===== src/rtl/sonar_frame_tx_if.sv =====
// Byte stream from the sonar framer to the UART transmitter.
// Latency: wires only, no storage.
// Backpressure: a byte moves on a cycle where tx_data_valid && tx_data_ready.
//
// Signals:
//   tx_data        byte offered to uart_tx
//   tx_data_valid  tx_data holds a byte to send
//   tx_data_ready  uart_tx can take the byte this cycle
interface sonar_frame_tx_if;
  logic [7:0] tx_data;
  logic       tx_data_valid;
  logic       tx_data_ready;

  modport master (
    output tx_data,
    output tx_data_valid,
    input  tx_data_ready
  );

  modport slave (
    input  tx_data,
    input  tx_data_valid,
    output tx_data_ready
  );
endinterface


===== src/rtl/sonar_frame_tx.sv =====
// Snapshots four 8-bit distances on a period tick or request and sends an 11-byte framed packet.
// Latency: request in cycle N -> snapshot in N+1 -> header valid in N+2; frame_done in N+13 with ready high.
// Backpressure: tx_data held stable while stalled; one extra request is queued, further ones are counted as overruns.
//
// Ports:
//   i_sys_clk, i_rst_n       clock, synchronous active-low reset
//   i_enable                 lets period ticks start frames (i_send_req always honoured)
//   i_send_req               one-cycle request for an immediate frame
//   i_dist_a..i_dist_d       distances in cm
//   tx                       byte stream to uart_tx (valid/ready)
//   o_busy                   snapshot through acceptance of the tail byte
//   o_frame_done             one-cycle pulse after the tail byte is accepted
//   o_overrun_cnt            dropped requests, saturating at 255
module sonar_frame_tx #(
  parameter int          PERIOD_CYCLES = 100_000_000,
  parameter logic [7:0]  HDR_BYTE      = 8'hAA,
  parameter logic [7:0]  TAIL_BYTE     = 8'h55
) (
  input  logic             i_sys_clk,
  input  logic             i_rst_n,
  input  logic             i_enable,
  input  logic             i_send_req,
  input  logic [7:0]       i_dist_a,
  input  logic [7:0]       i_dist_b,
  input  logic [7:0]       i_dist_c,
  input  logic [7:0]       i_dist_d,
  sonar_frame_tx_if.master tx,
  output logic             o_busy,
  output logic             o_frame_done,
  output logic [7:0]       o_overrun_cnt
);

  localparam int              CW       = $clog2(PERIOD_CYCLES);
  localparam logic [CW-1:0]   CNT_LAST = CW'(PERIOD_CYCLES - 1);
  localparam logic [3:0]      IDX_LAST = 4'd10;

  localparam logic [1:0] S_IDLE = 2'd0;
  localparam logic [1:0] S_LOAD = 2'd1;
  localparam logic [1:0] S_SEND = 2'd2;
  localparam logic [1:0] S_DONE = 2'd3;

  logic [CW-1:0] r_cnt;
  logic [1:0]    r_state;
  logic          r_pending;
  logic [3:0]    r_idx;
  logic [7:0]    r_csum;
  logic [7:0]    r_ovr;
  logic [7:0]    r_snap_a, r_snap_b, r_snap_c, r_snap_d;

  logic          w_tick;
  logic          w_req;
  logic          w_accept;
  logic [7:0]    w_byte;

  // Free-running period counter; keeps counting while ticks are disabled.
  always_ff @(posedge i_sys_clk) begin
    if (!i_rst_n) begin
      r_cnt <= '0;
    end else if (r_cnt == CNT_LAST) begin
      r_cnt <= '0;
    end else begin
      r_cnt <= r_cnt + 1'b1;
    end
  end

  assign w_tick   = (r_cnt == CNT_LAST) && i_enable;
  assign w_req    = w_tick || i_send_req;
  assign w_accept = (r_state == S_SEND) && tx.tx_data_ready;

  // Byte selected by the frame index; all sources are registers, so the
  // offered byte cannot move while the transmitter stalls.
  always_comb begin
    w_byte = 8'h00;
    case (r_idx)
      4'd0:    w_byte = HDR_BYTE;
      4'd1:    w_byte = 8'h65;
      4'd2:    w_byte = r_snap_a;
      4'd3:    w_byte = 8'h66;
      4'd4:    w_byte = r_snap_b;
      4'd5:    w_byte = 8'h67;
      4'd6:    w_byte = r_snap_c;
      4'd7:    w_byte = 8'h68;
      4'd8:    w_byte = r_snap_d;
      4'd9:    w_byte = r_csum;
      4'd10:   w_byte = TAIL_BYTE;
      default: w_byte = 8'h00;
    endcase
  end

  always_ff @(posedge i_sys_clk) begin
    if (!i_rst_n) begin
      r_state   <= S_IDLE;
      r_pending <= 1'b0;
      r_idx     <= 4'd0;
      r_csum    <= 8'h00;
      r_ovr     <= 8'h00;
      r_snap_a  <= 8'h00;
      r_snap_b  <= 8'h00;
      r_snap_c  <= 8'h00;
      r_snap_d  <= 8'h00;
    end else begin
      case (r_state)
        S_IDLE: begin
          // A queued request is consumed here; a fresh request in the same
          // cycle takes its place in the queue rather than counting as overrun.
          if (r_pending) begin
            r_state   <= S_LOAD;
            r_pending <= w_req;
          end else if (w_req) begin
            r_state <= S_LOAD;
          end
        end
        S_LOAD: begin
          r_snap_a <= i_dist_a;
          r_snap_b <= i_dist_b;
          r_snap_c <= i_dist_c;
          r_snap_d <= i_dist_d;
          r_csum   <= 8'h00;
          r_idx    <= 4'd0;
          r_state  <= S_SEND;
        end
        S_SEND: begin
          if (w_accept) begin
            if (r_idx == IDX_LAST) begin
              r_state <= S_DONE;
            end else begin
              r_idx <= r_idx + 4'd1;
              // Checksum covers the tag/value bytes only.
              if ((r_idx >= 4'd1) && (r_idx <= 4'd8)) begin
                r_csum <= r_csum + w_byte;
              end
            end
          end
        end
        S_DONE: begin
          r_state <= S_IDLE;
        end
        default: begin
          r_state <= S_IDLE;
        end
      endcase

      // Requests arriving while a frame is in flight: queue one, count the rest.
      if ((r_state != S_IDLE) && w_req) begin
        if (!r_pending) begin
          r_pending <= 1'b1;
        end else if (r_ovr != 8'hFF) begin
          r_ovr <= r_ovr + 8'd1;
        end
      end
    end
  end

  assign tx.tx_data       = (r_state == S_SEND) ? w_byte : 8'h00;
  assign tx.tx_data_valid = (r_state == S_SEND);
  assign o_busy           = (r_state == S_LOAD) || (r_state == S_SEND);
  assign o_frame_done     = (r_state == S_DONE);
  assign o_overrun_cnt    = r_ovr;

endmodule


===== src/flat_wrapper.sv =====
// flat-port wrapper written by rule: the top's interface ports become plain ports
module sonar_frame_tx_flat 
#(
  parameter int          PERIOD_CYCLES = 100_000_000,
  parameter logic [7:0]  HDR_BYTE      = 8'hAA,
  parameter logic [7:0]  TAIL_BYTE     = 8'h55
)
  (i_sys_clk, i_rst_n, i_enable, i_send_req, i_dist_a, i_dist_b, i_dist_c, i_dist_d, o_busy, o_frame_done, o_overrun_cnt, tx_tx_data, tx_tx_data_valid, tx_tx_data_ready);
  sonar_frame_tx_if tx_i ();
  input  logic i_sys_clk;
  input  logic i_rst_n;
  input  logic i_enable;
  input  logic i_send_req;
  input  logic [7:0] i_dist_a;
  input  logic [7:0] i_dist_b;
  input  logic [7:0] i_dist_c;
  input  logic [7:0] i_dist_d;
  output logic o_busy;
  output logic o_frame_done;
  output logic [7:0] o_overrun_cnt;
  output wire logic [$bits(tx_i.tx_data)-1:0] tx_tx_data;
  output wire logic [$bits(tx_i.tx_data_valid)-1:0] tx_tx_data_valid;
  input wire logic [$bits(tx_i.tx_data_ready)-1:0] tx_tx_data_ready;
  assign tx_tx_data = tx_i.tx_data;
  assign tx_tx_data_valid = tx_i.tx_data_valid;
  assign tx_i.tx_data_ready = tx_tx_data_ready;
  sonar_frame_tx #(.PERIOD_CYCLES(PERIOD_CYCLES), .HDR_BYTE(HDR_BYTE), .TAIL_BYTE(TAIL_BYTE)) u_core (.i_sys_clk(i_sys_clk), .i_rst_n(i_rst_n), .i_enable(i_enable), .i_send_req(i_send_req), .i_dist_a(i_dist_a), .i_dist_b(i_dist_b), .i_dist_c(i_dist_c), .i_dist_d(i_dist_d), .tx(tx_i), .o_busy(o_busy), .o_frame_done(o_frame_done), .o_overrun_cnt(o_overrun_cnt));
endmodule

===== config.mk =====
export PLATFORM = sky130hd
export DESIGN_NAME = sonar_frame_tx_flat
export DESIGN_NICKNAME = d
export VERILOG_FILES = /design/src/rtl/sonar_frame_tx_if.sv /design/src/rtl/sonar_frame_tx.sv /design/src/flat_wrapper.sv
export SDC_FILE = /design/constraint.sdc
export NUM_CORES = 1
export LEC_CHECK = 0
export ABC_AREA = 1
export ABC_CLOCK_PERIOD_IN_PS = 2500
export CAP_MARGIN = 0
export CORE_MARGIN = 3
export CORE_UTILIZATION = 35
export CTS_CLUSTER_DIAMETER = 150
export DETAILED_ROUTE_END_ITERATION = 12
export GPL_TIMING_DRIVEN = 0
export SETUP_SLACK_MARGIN = 0.3
export SLEW_MARGIN = 20
export SYNTH_ARGS = -nofsm -noshare
export SYNTH_HDL_FRONTEND = slang
export SYNTH_SLANG_ARGS = --single-unit
export TNS_END_PERCENT = 30

===== constraint.sdc =====
create_clock -name i_sys_clk -period 2.5 [get_ports i_sys_clk]
set_clock_uncertainty 0.15 [all_clocks]
set_input_delay 0.375 -clock i_sys_clk [delete_from_list [all_inputs] [get_ports i_sys_clk]]
set_output_delay 0.375 -clock i_sys_clk [all_outputs]
set_load 0.01 [all_outputs]

==> results of run 1 <==
==> kinds of logic after synthesis <==
| group | Yosys count | synth area share |
|---|---|---|
| flip-flops | 82 | 0.363 |
| XOR/XNOR | 13 | 0.0252 |
| buffers and inverters | 97 | 0.0846 |
| AO/OA/AOI/OAI | 121 | 0.149 |
| adder cells (fa/ha/maj) | 20 | 0.0569 |
| AND/OR/NAND/NOR | 319 | 0.322 |
==> flip-flops by register name, summed over array words and instances (netlist names) <==
register / count
u_core.r_idx: 4
u_core.r_cnt: 27
u_core.r_state: 2
u_core.r_snap_a: 8
u_core.r_snap_c: 8
u_core.r_pending: 1
u_core.r_snap_b: 8
u_core.o_overrun_cnt: 8
u_core.r_csum: 8
u_core.r_snap_d: 8
==> tightest hold or removal path: cells and delay by family (launching register included) <==
kind / cells / cell delay (ns)
AOI/OAI and AO/OA: 1 / 0.06
buffers and inverters: 1 / 0.06
DFF: 1 / 0.29
==> power groups by stage <==
| stage | clock network (uW) | logic (uW) | registers (uW) |
|---|---|---|---|
| finish | 1400 | 2440 | 1700 |
| global placement | 0 | 1850 | 1710 |
| floorplan | 0 | 1340 | 1680 |
| global route | 1490 | 2720 | 1720 |
| CTS | 1430 | 2270 | 1690 |
| detailed placement | 0 | 1900 | 1720 |
==> layout by cell type, fill, tap and decap left out, drive strengths merged, types with 15 or more instances in the layout <==
cell type	Yosys	routed
nand2	127	127
nor2	98	98
dfxtp	82	82
inv	78	77
a21oi	51	51
clkdlybuf4s50	0	46
o21ai	45	45
buf	4	43
nand3	40	40
clkbuf	13	26
nand4	22	22
ha	19	19
nor3	15	15
==> synthesized netlist by cell type (2+ instances only) <==
| cell | number | share of area |
|---|---|---|
| nand2_1 | 122 | 0.10 |
| nor2_1 | 91 | 0.075 |
| dfxtp_1 | 82 | 0.36 |
| inv_1 | 70 | 0.058 |
| a21oi_1 | 51 | 0.056 |
| o21ai_0 | 40 | 0.044 |
| nand3_1 | 36 | 0.040 |
| nand4_1 | 22 | 0.030 |
| ha_1 | 19 | 0.053 |
| nor3_1 | 14 | 0.015 |
| clkbuf_1 | 13 | 0.011 |
| inv_2 | 8 | 0.0066 |
| a31oi_1 | 7 | 0.0097 |
| xor2_1 | 7 | 0.014 |
| nor3b_1 | 6 | 0.0099 |
| xnor2_1 | 6 | 0.012 |
| a211oi_1 | 5 | 0.0083 |
| nand2_2 | 5 | 0.0069 |
| nand3_2 | 4 | 0.0088 |
| nor2_2 | 4 | 0.0055 |
| a221oi_1 | 3 | 0.0058 |
| a22o_1 | 3 | 0.0058 |
| buf_4 | 3 | 0.0050 |
| nor2_4 | 3 | 0.0075 |
| o21ai_1 | 3 | 0.0033 |
| o22ai_1 | 3 | 0.0041 |
| or2_0 | 3 | 0.0041 |
| or2_2 | 3 | 0.0041 |
| clkinv_1 | 2 | 0.0017 |
| o21ai_2 | 2 | 0.0039 |
==> cell type report <==
cell class                 count  share of cell area
sequential                    82               0.262
clock inverter                 3             0.00715
clock buffer                  13              0.0431
tap                          168              0.0334
buffer                        17              0.0155
timing repair buffer          88               0.123
inverter                      80              0.0503
multi-input combinational    473               0.465
==> per-layer routing <==
layer,up-vias,global-route usage
met5,-,0
met4,0,0.0515
met3,16,0.0570
met2,126,0.306
met1,2121,0.245
li1,2355,-
==> through the flow <==
stage | setup WS, ns | std cells | cell area [um2]
2_1_floorplan | 0.144 | 652 | 4650
3_5_place_dp | -0.233 | 875 | 5420
3_3_place_gp | -0.214 | 875 | 5420
6_report | -0.114 | 924 | 6300
4_1_cts | -0.0506 | 920 | 6150
5_1_grt | -0.210 | 924 | 6300
==> worst max path at each step <==
stage                 startpoint               end  slack [ns]  cells after the start
3_5_place_dp   u_core.r_state[0]     tx_tx_data[4]       -0.23                      6
2_1_floorplan    u_core.r_idx[0]  u_core.r_csum[5]        0.14                     13
3_3_place_gp     u_core.r_idx[0]  u_core.r_csum[6]       -0.21                     15
4_1_cts          u_core.r_idx[1]  u_core.r_csum[6]       -0.05                     15
6_report         u_core.r_idx[1]  u_core.r_csum[6]       -0.11                     16
5_1_grt          u_core.r_idx[1]  u_core.r_csum[6]       -0.21                     16
==> repair_timing <==
item | CTS | global route
pin swaps | 32 | 26
resized for setup | 67 | 39
setup endpoints to repair | 17 | 36
gates cloned | 0 | 0
buffers inserted | 29 | 4
==> flow_summary.toml, run 1 <==
[drt]
drc = 0
wl_met1_um = 6220
wl_met2_um = 6090
finalWirelength_um = 13300
vias = 4618
routed.top_layer = "met4"
dr_wl_met3_um = 715
vias_per_cell = 5.00
ant_nets = 0
first_iter_violations = 353
first_pass_iters = 5
wire_per_inst_um = 14.4

[sta]
relSlewSlack = 0.628
post-route-period-util = 1.05
timing.fmax_mhz = 383
final.min_clock_period_ns = 2.61
tightest_slew_ns = 0.557
hold_violations = 0
holdWs_ns = 0.316
setup_tns_ns = -0.348
rsz0062_at_grt = "true"
slew_viol_final = 0
layout_setup_ws_ns = -0.114
setup_viol = 6

[global_routing]
grt_pass1_vias = 4563
grt_usage = 0.189
grt_overflow = 0
antenna_found_initial = 0
grt_max_degree = 14
grt_pass1_wl_um = 22100

[floorplan]
die_h_um = 120
core_area_um2 = 12300
initial_core_util = 0.368
fp-row-count = 40
fp.dieArea_um2 = 14300
die_w_um = 120
ios = 56

[worst_setup_path]
rr_worst_depth = 16
regToRegStartpoint = "u_core.r_idx[1]"
worstPathMaxFanout = 5
critPathBufInv = 4
rrSetupSlack_ns = -0.11
cp_slowest_cell = "dfxtp_4"
r2r_end = "u_core.r_csum[6]"
crit_type = "register to register"
slowest_delay_ns = 0.36
crit_path_frequent_cell = "nand3_2"
crit_family = "simple AND/OR/NAND/NOR gates"
end_kind = "register"
worstPathArrival_ns = 2.69
crit_chain = "buf_6, ha_4, nand3_4, inv_4, a22o_1, nor2_2, nand3_2, ha_4, inv_2, fa_2, inv_2, nand4_1, nand3_2, or2_4, nand3_2, a21oi_2"
start_kind = "register"
worstPathRequired_ns = 2.57

[clock_network]
cts_tree = "done"
cts_buffers = 9
clkLatencyLatePin_ns = 0.34
h-tree-depth = 3
holdBufCountCts = 0
clockBufferDepth = 2
clock_sinks = 82
root_buffer = "clkbuf_16"
clk_pin_slew_ns = 0.06

[yosys]
syn_inst = 652
yosys_warnings = 0
synthArstFlopShare = 0
yosysSeqAreaShare = 0.363
ys.flop_type = "dfxtp_1"
ys_types = 42
postSynthAreaPerCell_um2 = 6.94
synth_edf_count = 0
netlist_area_um2 = 4530
yosys_register_bits = 82
syn-num-nets = 709

[finish]
regArea_um2 = 1650
drive_gt1_frac = 0.218
post-route-util = 0.512
synthToLayoutAreaGrowth_pct = 39.1
fill_cells = 1211
nNetsFinal = 808
antenna_cells = 0
multi_input_area_um2 = 2930

[power_and_ir_drop]
fin_total_pwr_uw = 5540
sw_frac_of_total = 0.382
comb_power_share = 0.440
p_int_uw = 3420
leakage_uw = 0.00246
p_clk_frac = 0.253
switchingPower_uw = 2120
peakVddDrop_mv = 0.409
powerDensity_nw_per_um2 = 880
p_seq_frac = 0.307

[min_path]
hp-class = "register to register"
hold_path_startpoint = "u_core.r_snap_a[0]"
min_path_cells = 2
hold_path_end = "u_core.r_snap_a[0]"

[job]
cap_violations = 0

[placed_design]
port_buffers = 55
place_congestion = 0.879
hpwl_um = 9630

[status]
violations = "setup timing"
status = "complete, but fails checks"
(Power assumes the default switching activity.)
==> run 2: changes to the inputs <==
SLEW_MARGIN = 10   (was 20)
==> results of run 2 <==
Final layout, timing and power as in run 1 (identical DEF).
